--- config.mk ---
export PLATFORM = sky130hd
export DESIGN_NAME = ysyx_23060061_axil_rr_arb
export DESIGN_NICKNAME = d
export VERILOG_FILES = /design/src/rtl/ysyx_23060061_axil_rr_arb.sv
export SDC_FILE = /design/constraint.sdc
export NUM_CORES = 1
export LEC_CHECK = 0
export ABC_AREA = 1
export BUFFER_PORTS_ARGS = -buffer_cell sky130_fd_sc_hd__buf_4
export CORE_AREA = 2 2 195 197
export DETAILED_ROUTE_END_ITERATION = 6
export DIE_AREA = 0 0 197 199
export GPL_TIMING_DRIVEN = 0
export HOLD_SLACK_MARGIN = 0.03
export SLEW_MARGIN = 10
export SYNTH_ARGS = -nofsm -noshare
export SYNTH_HDL_FRONTEND = slang
export SYNTH_SLANG_ARGS = --single-unit
--- constraint.sdc ---
create_clock -name clk -period 1.65 [get_ports clk]
set_input_delay 0.165 -clock clk [delete_from_list [all_inputs] [get_ports clk]]
set_output_delay 0.165 -clock clk [all_outputs]
set_load 0.01 [all_outputs]
--- src/rtl/ysyx_23060061_axil_rr_arb.sv ---
// Two-master AXI-Lite round-robin arbiter sharing one downstream port, one transaction at a time.
// Define YSYX_23060061_ARB_PERF_EN to enable the per-master completed-transaction counters.
module ysyx_23060061_axil_rr_arb #(
   parameter int ADDR_W = 32,
   parameter int DATA_W = 32
) (
   input  logic                clk,
   input  logic                rst,
   // master 0 (IFU)
   input  logic [ADDR_W-1:0]   m0_araddr,
   input  logic                m0_arvalid,
   output logic                m0_arready,
   output logic [DATA_W-1:0]   m0_rdata,
   output logic [1:0]          m0_rresp,
   output logic                m0_rvalid,
   input  logic                m0_rready,
   input  logic [ADDR_W-1:0]   m0_awaddr,
   input  logic                m0_awvalid,
   output logic                m0_awready,
   input  logic [DATA_W-1:0]   m0_wdata,
   input  logic [DATA_W/8-1:0] m0_wstrb,
   input  logic                m0_wvalid,
   output logic                m0_wready,
   output logic [1:0]          m0_bresp,
   output logic                m0_bvalid,
   input  logic                m0_bready,
   // master 1 (LSU)
   input  logic [ADDR_W-1:0]   m1_araddr,
   input  logic                m1_arvalid,
   output logic                m1_arready,
   output logic [DATA_W-1:0]   m1_rdata,
   output logic [1:0]          m1_rresp,
   output logic                m1_rvalid,
   input  logic                m1_rready,
   input  logic [ADDR_W-1:0]   m1_awaddr,
   input  logic                m1_awvalid,
   output logic                m1_awready,
   input  logic [DATA_W-1:0]   m1_wdata,
   input  logic [DATA_W/8-1:0] m1_wstrb,
   input  logic                m1_wvalid,
   output logic                m1_wready,
   output logic [1:0]          m1_bresp,
   output logic                m1_bvalid,
   input  logic                m1_bready,
   // shared downstream port
   output logic [ADDR_W-1:0]   s_araddr,
   output logic                s_arvalid,
   input  logic                s_arready,
   input  logic [DATA_W-1:0]   s_rdata,
   input  logic [1:0]          s_rresp,
   input  logic                s_rvalid,
   output logic                s_rready,
   output logic [ADDR_W-1:0]   s_awaddr,
   output logic                s_awvalid,
   input  logic                s_awready,
   output logic [DATA_W-1:0]   s_wdata,
   output logic [DATA_W/8-1:0] s_wstrb,
   output logic                s_wvalid,
   input  logic                s_wready,
   input  logic [1:0]          s_bresp,
   input  logic                s_bvalid,
   output logic                s_bready,
   output logic [31:0]         grant_cnt0,
   output logic [31:0]         grant_cnt1
);

   typedef enum logic [2:0] {IDLE, RD_ADDR, RD_DATA, WR_ADDR, WR_RESP} state_t;

   state_t state, state_nx;
   logic   own, own_nx, lg, lg_nx;
   logic   aw_done, aw_done_nx, w_done, w_done_nx;
   logic   req0, req1, aw_hs, w_hs, txn_done;

   // owner-side view of the selected master
   logic [ADDR_W-1:0]   o_araddr, o_awaddr;
   logic [DATA_W-1:0]   o_wdata, o_rdata;
   logic [DATA_W/8-1:0] o_wstrb;
   logic                o_arvalid, o_rready, o_awvalid, o_wvalid, o_bready;
   logic                o_arready, o_rvalid, o_awready, o_wready, o_bvalid;
   logic [1:0]          o_rresp, o_bresp;

   assign req0 = m0_arvalid | (m0_awvalid & m0_wvalid);
   assign req1 = m1_arvalid | (m1_awvalid & m1_wvalid);

   assign o_araddr  = own ? m1_araddr  : m0_araddr;
   assign o_arvalid = own ? m1_arvalid : m0_arvalid;
   assign o_rready  = own ? m1_rready  : m0_rready;
   assign o_awaddr  = own ? m1_awaddr  : m0_awaddr;
   assign o_awvalid = own ? m1_awvalid : m0_awvalid;
   assign o_wdata   = own ? m1_wdata   : m0_wdata;
   assign o_wstrb   = own ? m1_wstrb   : m0_wstrb;
   assign o_wvalid  = own ? m1_wvalid  : m0_wvalid;
   assign o_bready  = own ? m1_bready  : m0_bready;

   always_ff @(posedge clk or negedge rst) begin
      if (!rst) begin
         state   <= IDLE;
         own     <= 1'b0;
         lg      <= 1'b1;
         aw_done <= 1'b0;
         w_done  <= 1'b0;
      end else begin
         state   <= state_nx;
         own     <= own_nx;
         lg      <= lg_nx;
         aw_done <= aw_done_nx;
         w_done  <= w_done_nx;
      end
   end

   always_comb begin
      state_nx   = state;
      own_nx     = own;
      lg_nx      = lg;
      aw_done_nx = aw_done;
      w_done_nx  = w_done;
      s_araddr   = '0;
      s_arvalid  = 1'b0;
      s_rready   = 1'b0;
      s_awaddr   = '0;
      s_awvalid  = 1'b0;
      s_wdata    = '0;
      s_wstrb    = '0;
      s_wvalid   = 1'b0;
      s_bready   = 1'b0;
      o_arready  = 1'b0;
      o_rdata    = '0;
      o_rresp    = '0;
      o_rvalid   = 1'b0;
      o_awready  = 1'b0;
      o_wready   = 1'b0;
      o_bresp    = '0;
      o_bvalid   = 1'b0;
      aw_hs      = 1'b0;
      w_hs       = 1'b0;
      txn_done   = 1'b0;
      case (state)
         IDLE: begin
            if (req0 | req1) begin
               own_nx   = (req0 & req1) ? ~lg : req1;
               state_nx = (own_nx ? m1_arvalid : m0_arvalid) ? RD_ADDR : WR_ADDR;
            end
         end
         RD_ADDR: begin
            s_araddr  = o_araddr;
            s_arvalid = o_arvalid;
            o_arready = s_arready;
            if (o_arvalid & s_arready) state_nx = RD_DATA;
         end
         RD_DATA: begin
            s_rready = o_rready;
            o_rdata  = s_rdata;
            o_rresp  = s_rresp;
            o_rvalid = s_rvalid;
            if (s_rvalid & o_rready) begin
               state_nx = IDLE;
               lg_nx    = own;
               txn_done = 1'b1;
            end
         end
         WR_ADDR: begin
            // each channel is masked once its handshake has been taken
            s_awaddr  = o_awaddr;
            s_awvalid = o_awvalid & ~aw_done;
            s_wdata   = o_wdata;
            s_wstrb   = o_wstrb;
            s_wvalid  = o_wvalid & ~w_done;
            o_awready = s_awready & ~aw_done;
            o_wready  = s_wready & ~w_done;
            aw_hs     = o_awvalid & ~aw_done & s_awready;
            w_hs      = o_wvalid & ~w_done & s_wready;
            if ((aw_done | aw_hs) & (w_done | w_hs)) begin
               state_nx   = WR_RESP;
               aw_done_nx = 1'b0;
               w_done_nx  = 1'b0;
            end else begin
               aw_done_nx = aw_done | aw_hs;
               w_done_nx  = w_done | w_hs;
            end
         end
         WR_RESP: begin
            s_bready = o_bready;
            o_bresp  = s_bresp;
            o_bvalid = s_bvalid;
            if (s_bvalid & o_bready) begin
               state_nx = IDLE;
               lg_nx    = own;
               txn_done = 1'b1;
            end
         end
         default: state_nx = IDLE;
      endcase
   end

   assign m0_arready = ~own & o_arready;
   assign m0_rdata   = own ? '0 : o_rdata;
   assign m0_rresp   = own ? '0 : o_rresp;
   assign m0_rvalid  = ~own & o_rvalid;
   assign m0_awready = ~own & o_awready;
   assign m0_wready  = ~own & o_wready;
   assign m0_bresp   = own ? '0 : o_bresp;
   assign m0_bvalid  = ~own & o_bvalid;

   assign m1_arready = own & o_arready;
   assign m1_rdata   = own ? o_rdata : '0;
   assign m1_rresp   = own ? o_rresp : '0;
   assign m1_rvalid  = own & o_rvalid;
   assign m1_awready = own & o_awready;
   assign m1_wready  = own & o_wready;
   assign m1_bresp   = own ? o_bresp : '0;
   assign m1_bvalid  = own & o_bvalid;

`ifdef YSYX_23060061_ARB_PERF_EN
   always_ff @(posedge clk or negedge rst) begin
      if (!rst) begin
         grant_cnt0 <= '0;
         grant_cnt1 <= '0;
      end else if (txn_done) begin
         if (own) grant_cnt1 <= grant_cnt1 + 32'd1;
         else     grant_cnt0 <= grant_cnt0 + 32'd1;
      end
   end
`else
   logic unused_done;
   assign unused_done = txn_done;
   assign grant_cnt0  = '0;
   assign grant_cnt1  = '0;
`endif

endmodule

==> results.md <==
- Hold slack: around 0.36 ns
- CP max FO: 10
- Sequential area share after synthesis: around 4.9%
- Startpoint Class: register
- Drt pass-1 iters: 5
- Die ar.: 0.0392 sq mm
- Critical Path RT: 1.48 ns
- Worst-Skew Late Latency: 0.23 ns
- Flip-flop and latch count after synthesis: 7
- Final hold viol count: 0
- CP max stage cell: dfrtp_2
- Max-cap violations: 0
- Final worst path period share: 113%
- Global Route met2 Usage: a little over a fifth
- Setup WS post-layout: -0.218 ns
- Row Count: 71
- Pre-CTS setup slack: -0.623 ns
- Global placement routability congestion: between 0.8 and 0.9
- Vias in the first global route: 5947
- Initial drt markers: ~210
- Layout cells sized above 1: 62.0%
- Total clock sinks: 7
- Maximum root-to-sink buffer count: 2
- Worst path depth: 6
- Htree depth: 1
- XOR/XNOR share of the synthesized area: 0%
- Clk_skew: around 0.0012 ns
- Failing checks: negative setup slack
- CP arrival: 1.70 ns
- CTS Root Cell: clkbuf_16
- Area Overhead vs Synth: 190%
- Detailed-route via count: 6693
- Global-route wire length before repair: 33.5 mm
- ANT nets after route: 0
- Antenna violations before repair: 3
- # fillers: 3990
- Fin nets: 1585
- Mean Syn Cell Area: 4.61 sq um
- Drt total wl: 27.5 mm
- Worst path bufs/invs: 4
- TNS Setup: -20.88 ns
- Multi-input logic area: 0.00352 sq mm
- Synthesized instance count: 777
- Compound-Gate Fraction of Synth Area: under 10%
- Chip height: 199 um
- Multiplexer share of the synthesized area: 0%
- Total CTS buffers: 3
- Peak supply drop: 0.475 mV
- Final Max Slew Viols: 0
- Final setup violation count: 183
- Die Wd: ~200 um
- Clock-pin slew on the worst setup and hold paths: 0.04 ns
- Core outline area: 0.0371 sq mm
- Post-Syn Area: 0.00358 sq mm
- Synth Area in Adders: 0%
- GRT overflow: 0
- Global Route Usage Sum: around 11%
- Via density: 3.70
- TritonCTS clock tree: done
- Crit path kind: reg2out
- Worst setup EP type: primary output
- Dominant combinational cell family by area after synthesis: simple AND/OR/NAND/NOR gates
- Synth Area in Simple Gates: 55.3%
- Leak: 0.00607 uW
- Final Critical Period: between 1.5 and 2 ns
- Hold crit path type: in2async
- Delay-heaviest family, CP: buffers and inverters
- DPL Wire Length: 20.6 mm
- Count of unique library cells instantiated by Yosys: 22
- Number of I/O pins: 504
- YS warnings: 0
- CP max stage delay: 0.42 ns
- RSZ-0062 raised after global routing: true
- Status: complete, but fails checks
- GRT Max-Usage Layer: met2
- Top-area cell type share of the netlist area: 38.7%
- Initial Util: 9.64%
- CP cell instances: inv_4, nor3_4, inv_4, buf_4, nor3_4, buf_4
- PortBufs: 439
- PD cells: roughly 1400 mW/mm^2
- Residual DRC: 0
- Synth top area cells: nand2_1, buf_4, inv_1
- Routed len/inst: around 15 um
- Met3 Use GR: between 1.5 and 2%
- Reg2Reg Depth: 10
- Fmax: 535 MHz
- Grt met1 use: 12.8%
- Largest net degree at the start of global routing: 11
- FF/Latch Area: 181 sq um
- Largest area contributor in the synthesized netlist: nand2_1
## report_power, final
group / internal [uW] / switching [uW] / total, uW / leakage [uW]
logic: 6240 / 7070 / 13300 / 0.00595
clock network: 322 / 97.4 / 419 / 0.0000382
registers: 267 / 127 / 395 / 0.0000817
## cell usage in the layout, fill, tap and decap left out, drive strengths merged
cell type,Yosys,final
diode,0,3
nand2,373,373
a31oi,1,1
nor3,79,79
conb,1,64
nand3,12,12
inv,129,129
dfstp,1,1
dlygate4sd3,0,1
nand4,2,2
nor2,19,19
a21oi,33,33
buf,94,577
o21ai,6,6
or2,1,1
dfrtp,6,6
clkbuf,20,27
## what timing repair did
item / CTS / global route
setup buffers: 12 / 19
hold buffers: 1 / 0
resized for setup: 140 / 402
pin swaps: 3 / 60
endpoints found under the hold margin: 7 / 0
endpoints found under the setup margin: 191 / 189
cloned: 4 / 15
## stage by stage
step	total power [uW]	std cells	area (sq um)	util, %
2_1_floorplan	4580	840	3810	-
3_3_place_gp	8320	1753	7700	20.7
3_5_place_dp	8370	1753	7700	20.7
4_1_cts	10300	1774	8450	22.8
5_1_grt	15000	1808	10400	27.9
6_report	14100	1808	10400	27.9
## synth_stat cells (all sizes together)
| cell | count |
|---|---|
| a21oi | 33 |
| nor2 | 19 |
| buf | 94 |
| conb | 1 |
| clkbuf | 20 |
| a31oi | 1 |
| nand4 | 2 |
| nor3 | 79 |
| dfstp | 1 |
| o21ai | 6 |
| nand2 | 373 |
| dfrtp | 6 |
| nand3 | 12 |
| inv | 129 |
| or2 | 1 |
## metal layers
| metal | vias up | wire length [um] |
|---|---|---|
| met4 | 0 | 1120 |
| met5 | - | 0 |
| met1 | 3020 | 10100 |
| met2 | 332 | 14500 |
| met3 | 39 | 1750 |
| li1 | 3302 | - |
## cell type report
cell class              count  area share (%)
diodes                      3          0.0724
plain buffers             112            11.2
flip-flops and latches      7            1.75
well taps                 474            5.72
multi-input cells         590            33.9
inverters                 129            4.91
repair buffers            489            41.7
clock buffers               4           0.760
## cells by family after synthesis
group / Yosys count
buffers and inverters: 243
flip-flops: 7
AO/OA/AOI/OAI: 40
AND/OR/NAND/NOR: 486
other: 1
## path summary, 6_finish.rpt
kind	startpoint	endpoint	slack [ns]
hold reg to reg	lg	lg	0.49
setup / recovery	state[1]	m0_rdata[15]	-0.22
max in group asynchronous	rst	lg	1.08
min in group clk	m1_arvalid	own	0.36
setup reg to reg	own	aw_done	0.07
hold / removal	rst	own	0.36
## flip-flops by register name (all words and copies together), names as in the netlist
signal   flops
w_done       1
aw_done      1
state        3
lg           1
own          1
Note: power is estimated with default switching activity, not from simulation.
